===== src/rtl/packet_buffer_reader.sv =====
// packet_buffer_reader: BRAM read initiator feeding a FWFT skid FIFO.
// Optional running XOR checksum on csum: define PACKET_READER_CSUM_EN.
module packet_buffer_reader #(
   parameter int RAM_SIZE     = 32,
   parameter int READ_LATENCY = 2,
   parameter int FIFO_DEPTH   = 4,
   parameter int BYTE_LEN     = 8,
   localparam int AW = $clog2(RAM_SIZE)
) (
   input  logic                clk,
   input  logic                reset,
   input  logic                start,
   input  logic [AW-1:0]       start_addr,
   input  logic [AW:0]         len,
   output logic                busy,
   output logic                read_req,
   output logic [AW-1:0]       read_addr,
   input  logic                read_ready,
   input  logic [BYTE_LEN-1:0] read_out,
   output logic                out_valid,
   output logic [BYTE_LEN-1:0] out_data,
   output logic                out_last,
   input  logic                out_ready,
   output logic                done,
   output logic [BYTE_LEN-1:0] csum
);

   localparam int PW = $clog2(FIFO_DEPTH);
   localparam int CW = PW + 1;

   if ((FIFO_DEPTH < 2) || ((FIFO_DEPTH & (FIFO_DEPTH - 1)) != 0))
   begin : g_depth_chk
      $error("FIFO_DEPTH must be a power of 2 and >= 2");
   end

   if (FIFO_DEPTH < READ_LATENCY + 1) begin : g_lat_chk
      $warning("FIFO_DEPTH < READ_LATENCY+1 limits throughput");
   end

   typedef enum logic [1:0] {IDLE, FETCH, DRAIN, FINISH} state_t;

   state_t              state;
   logic [AW:0]         len_q;
   logic [AW:0]         rem;
   logic [AW:0]         delivered;
   logic [CW-1:0]       outstanding;
   logic [CW-1:0]       fifo_count;
   logic [PW-1:0]       wr_ptr;
   logic [PW-1:0]       rd_ptr;
   logic [BYTE_LEN-1:0] mem [FIFO_DEPTH];

   logic                accept;
   logic                push;
   logic                pop;
   logic [CW-1:0]       out_n;
   logic [CW-1:0]       cnt_n;
   logic [AW:0]         rem_n;
   logic [CW:0]         credit_sum;
   logic                can_req;
   logic [AW-1:0]       next_addr;

   assign accept    = (state == IDLE) && start;
   // A response with nothing in flight is left over from before a reset.
   assign push      = read_ready && (outstanding != '0);
   assign out_valid = (fifo_count != '0);
   assign out_data  = mem[rd_ptr];
   assign pop       = out_valid && out_ready;
   assign out_last  = out_valid &&
                      ((delivered + (AW+1)'(1)) == len_q);

   assign out_n      = outstanding + CW'(read_req) - CW'(push);
   assign cnt_n      = fifo_count + CW'(push) - CW'(pop);
   assign rem_n      = rem - (AW+1)'(read_req);
   assign credit_sum = {1'b0, out_n} + {1'b0, cnt_n};
   // Request next cycle only if the byte is guaranteed a FIFO slot.
   assign can_req    = (rem_n != '0) &&
                       (credit_sum < (CW+1)'(FIFO_DEPTH));
   assign next_addr  = (read_addr == AW'(RAM_SIZE - 1)) ?
                       '0 : read_addr + AW'(1);

   // Command sequencing, request issue and registered status.
   always_ff @(posedge clk or negedge reset) begin
      if (!reset) begin
         state     <= IDLE;
         busy      <= 1'b0;
         read_req  <= 1'b0;
         read_addr <= '0;
         rem       <= '0;
         len_q     <= '0;
         done      <= 1'b0;
      end else begin
         unique case (state)
            IDLE: begin
               done <= 1'b0;
               if (start) begin
                  len_q     <= len;
                  rem       <= len;
                  read_addr <= start_addr;
                  if (len != '0) begin
                     state    <= FETCH;
                     busy     <= 1'b1;
                     read_req <= 1'b1;
                  end else begin
                     state <= FINISH;
                     done  <= 1'b1;
                  end
               end
            end
            FETCH: begin
               if (read_req) begin
                  read_addr <= next_addr;
                  rem       <= rem_n;
               end
               read_req <= can_req;
               if (read_req && (rem_n == '0))
                  state <= DRAIN;
            end
            DRAIN: begin
               if (pop && out_last) begin
                  state <= FINISH;
                  busy  <= 1'b0;
                  done  <= 1'b1;
               end
            end
            FINISH: begin
               done  <= 1'b0;
               state <= IDLE;
            end
            default: state <= IDLE;
         endcase
      end
   end

   // Reads issued to the BRAM whose data has not yet returned.
   always_ff @(posedge clk or negedge reset) begin
      if (!reset) outstanding <= '0;
      else        outstanding <= out_n;
   end

   // FWFT skid FIFO; head entry drives the output stream.
   always_ff @(posedge clk or negedge reset) begin
      if (!reset) begin
         wr_ptr     <= '0;
         rd_ptr     <= '0;
         fifo_count <= '0;
         for (int i = 0; i < FIFO_DEPTH; i++) mem[i] <= '0;
      end else begin
         if (push) begin
            mem[wr_ptr] <= read_out;
            wr_ptr      <= wr_ptr + PW'(1);
         end
         if (pop) rd_ptr <= rd_ptr + PW'(1);
         fifo_count <= cnt_n;
      end
   end

   // Bytes handed downstream for the current command.
   always_ff @(posedge clk or negedge reset) begin
      if (!reset)      delivered <= '0;
      else if (accept) delivered <= '0;
      else if (pop)    delivered <= delivered + (AW+1)'(1);
   end

`ifdef PACKET_READER_CSUM_EN
   // Running XOR of every accepted stream byte.
   always_ff @(posedge clk or negedge reset) begin
      if (!reset)      csum <= '0;
      else if (accept) csum <= '0;
      else if (pop)    csum <= csum ^ out_data;
   end
`else
   assign csum = '0;
`endif

endmodule


===== config.mk =====
export PLATFORM = sky130hd
export DESIGN_NAME = packet_buffer_reader
export DESIGN_NICKNAME = d
export VERILOG_FILES = /design/src/rtl/packet_buffer_reader.sv
export SDC_FILE = /design/constraint.sdc
export NUM_CORES = 1
export LEC_CHECK = 0
export BUFFER_PORTS_ARGS = -buffer_cell sky130_fd_sc_hd__buf_2
export CORE_MARGIN = 2
export CORE_UTILIZATION = 45
export CTS_CLUSTER_DIAMETER = 30
export DETAILED_ROUTE_END_ITERATION = 10
export GPL_TIMING_DRIVEN = 0
export HOLD_SLACK_MARGIN = 0.02
export PLACE_DENSITY_LB_ADDON = 0.12
export SETUP_SLACK_MARGIN = 0.05
export SYNTH_ARGS = -nofsm -noshare
export SYNTH_HDL_FRONTEND = slang
export SYNTH_SLANG_ARGS = --single-unit

===== constraint.sdc =====
create_clock -name clk -period 3.7 [get_ports clk]
set_clock_uncertainty 0.1 [all_clocks]
set_input_delay 0.555 -clock clk [delete_from_list [all_inputs] [get_ports clk]]
set_output_delay 0.555 -clock clk [all_outputs]
set_load 0.01 [all_outputs]

==> impl_metrics.tcl <==
set metrics [dict create \
    hold_viol_final 0 \
    clk_pin_slew_ns 0.09 \
    root_buffer "clkbuf_8" \
    route.antenna.remaining_nets 0 \
    grt_pass1_wl_um 12400 \
    cts.sinks 70 \
    netlist_area_um2 3660 \
    io_buffers 41 \
    endpoint_kind "flip-flop" \
    dp_hpwl_um 5240 \
    tritoncts "built" \
    cp.required_ns 3.86 \
    critPathLaunch "fifo_count[1]$_DFF_PN0_" \
    synthCells 324 \
    coreArea_um2 7810 \
    start_kind "flip-flop" \
    cp_max_fo 8 \
    num_rows 32 \
    fin_ws_ns 0.378 \
    die_y_um 94.2 \
    multi_input_area_um2 1780 \
    max_freq_mhz 301 \
    fin_crit_sh 0.898 \
    insertion_delay_ns 0.34 \
    status "finished, final reports clean" \
    dr.pass1.iters 4 \
    hp-class "input pin to async pin" \
    async_flop_share 1.00 \
    gp_congestion 0.818 \
    nFillCells 701 \
    grt_overflow 0 \
    synthDistinctLibCells 45 \
    worst_slew_pin_slew_ns 0.836 \
    min_period_ns 3.32 \
    syn_avg_cell_area_um2 11.3 \
    netlist_top_cells_count "dfrtp_1, nand2_1, mux2_2" \
    stdcell_count 491 \
    ys_top_cells_by_area "dfrtp_1, mux2_2, ha_1" \
    num_vias 2516 \
    grt_pass1_vias 2643 \
    synthMostInstantiatedCell "dfrtp_1" \
    leakagePower_uw 0.00198 \
    cts_resized 0 \
    fin_area_um2 4280 \
    place_inst 475 \
    cts-buffers-inserted 9 \
    reg2reg_from "fifo_count[1]$_DFF_PN0_" \
    num_antenna_cells 0 \
    postPlaceCellArea_um2 4040 \
    slew_viol_final 0 \
    rsz0062_at_grt "no" \
    place_ws_ns 0.272 \
    via_per_inst 5.12 \
    nets 428 \
    crit_arrival_ns 3.48 \
    cts.path.max_buffers 2 \
    dieWidth_um 94.2 \
    boundaryPins 50 \
    seq_area_frac_synth 0.479 \
    drtIter0Drc 72 \
    relSlewSlack 0.442 \
    p_per_area_nw_per_um2 944 \
    wl_per_cell_um 14.6 \
    start_util 0.469 \
    totalWireLength_um 7170 \
    netlist.area_leader.share 0.479 \
    ys.flop_type "dfrtp_1" \
    crit_path_end "read_req$_DFFE_PN0P_" \
    post_cts.repair.setup_buffers 0 \
    cts.htree.levels 3 \
    layout-drive-gt1-share 0.293 \
    die_area_um2 8870 \
    synth_area_leader_cell "dfrtp_1" \
    grt_max_degree 42 \
    yosysWarningCount 0 \
    drc 0 \
    r2r_cells 13 \
    synth_seq_cells 70 \
    area_growth_pct 16.9 \
    regArea_um2 1750 \
    power.total_uw 4040 \
    ir_drop_mv 0.378 \
    timing.final.setup_violations 0 \
    tns_ns 0 \
    grt_antenna_before_repair 0 \
    grt_usage 0.180 \
    synth_edf_count 0 \
    path_class "flip-flop to flip-flop" \
    cap_violations 0 \
    reg2reg_to "read_req$_DFFE_PN0P_" \
    ctsHoldBuffers 0 \
    r2r_slack_ns 0.38 \
]
==> layout by cell type (no fill, tap or decap), types with 2 or more instances in the layout <==
cell type   count
clkinvlp_4      2
conb_1          8
nand3_1        11
or4_1           2
a22oi_1         3
a21oi_2         2
mux2i_1         4
and3_1          3
buf_2          41
nand2b_1        7
mux4_2          8
and2_1          2
a31oi_1         2
clkbuf_1        6
mux2_2         33
xnor2_1        13
or3_1           3
clkbuf_8       10
bufinv_16       2
o22ai_1         3
nor3_1          6
ha_1           18
nor2_1          9
o21ai_0        16
inv_6           2
dfrtp_1        70
fa_1            2
o211ai_1        2
a21oi_1         9
buf_4           9
nand2_1        38
xor2_1          6
inv_1          19
==> report_power, final <==
part           internal (µW)  switching, µW  leakage (µW)  total [µW]
Clock                    403            312      0.000110         715
Sequential              1150            246      0.000839        1390
Combinational            953            975       0.00103        1930
==> metrics by stage <==
stage	util	hold slack (ns)
2_1_floorplan	-	0.159
3_3_place_gp	0.515	0.367
3_5_place_dp	0.517	0.372
4_1_cts	0.547	0.0461
5_1_grt	0.548	0.0538
6_report	0.548	0.0322
==> cells by family after synthesis <==
logic type | share of synthesized area
xor+xnor | 0.0455
fa+ha+maj | 0.0725
buf+inv | 0.0445
mux | 0.165
other cells | 0.00103
compound gates | 0.0708
flops | 0.479
simple gates | 0.122
==> routing by layer <==
layer	vias to the layer above	track usage	wire (µm)
met1	1221	0.235	3460
met3	8	0.0321	220
li1	1239	-	-
met4	0	0.0773	85
met5	-	0	0
met2	48	0.295	3400
==> final cells by class <==
type,count,share of cell area
clock inverter,6,0.0216
sequential,70,0.409
multi-input combinational,226,0.416
clock buffer,10,0.0322
timing repair buffer,42,0.0532
inverter,19,0.0167
buffer,16,0.0214
tap,102,0.0298
==> critical path: stages (launching register included) <==
cell and delay, ns:
dfrtp_1 0.38, or3_1 0.49, nand2_4 0.16, inv_1 0.15, ha_1 0.31, inv_1 0.04
ha_1 0.18, fa_1 0.38, xnor2_1 0.20, xnor2_1 0.18, ha_1 0.27, nor3_1 0.17
nand3_1 0.09, a31oi_1 0.15
==> registers in the layout, summed over array words and instances, names as in the netlist <==
name / flops
delivered: 6
state: 2
rd_ptr: 2
mem: 32
done: 1
fifo_count: 3
busy: 1
outstanding: 3
read_req: 1
read_addr: 5
len_q: 6
rem: 6
wr_ptr: 2
==> how the worst min path moves through the flow <==
stage | endpoint | startpoint | slack (ns) | cells past startpoint
after floorplan | busy$_DFFE_PN0P_ | reset | 0.16 | 0
after global placement | done$_DFFE_PN0P_ | done$_DFFE_PN0P_ | 0.37 | 1
after detailed placement | done$_DFFE_PN0P_ | done$_DFFE_PN0P_ | 0.37 | 1
after CTS | mem[16]$_DFFE_PN0P_ | reset | 0.05 | 1
after global routing | mem[16]$_DFFE_PN0P_ | reset | 0.05 | 1
final | mem[0]$_DFFE_PN0P_ | reset | 0.03 | 1
Power figures use the tool's default switching activity.
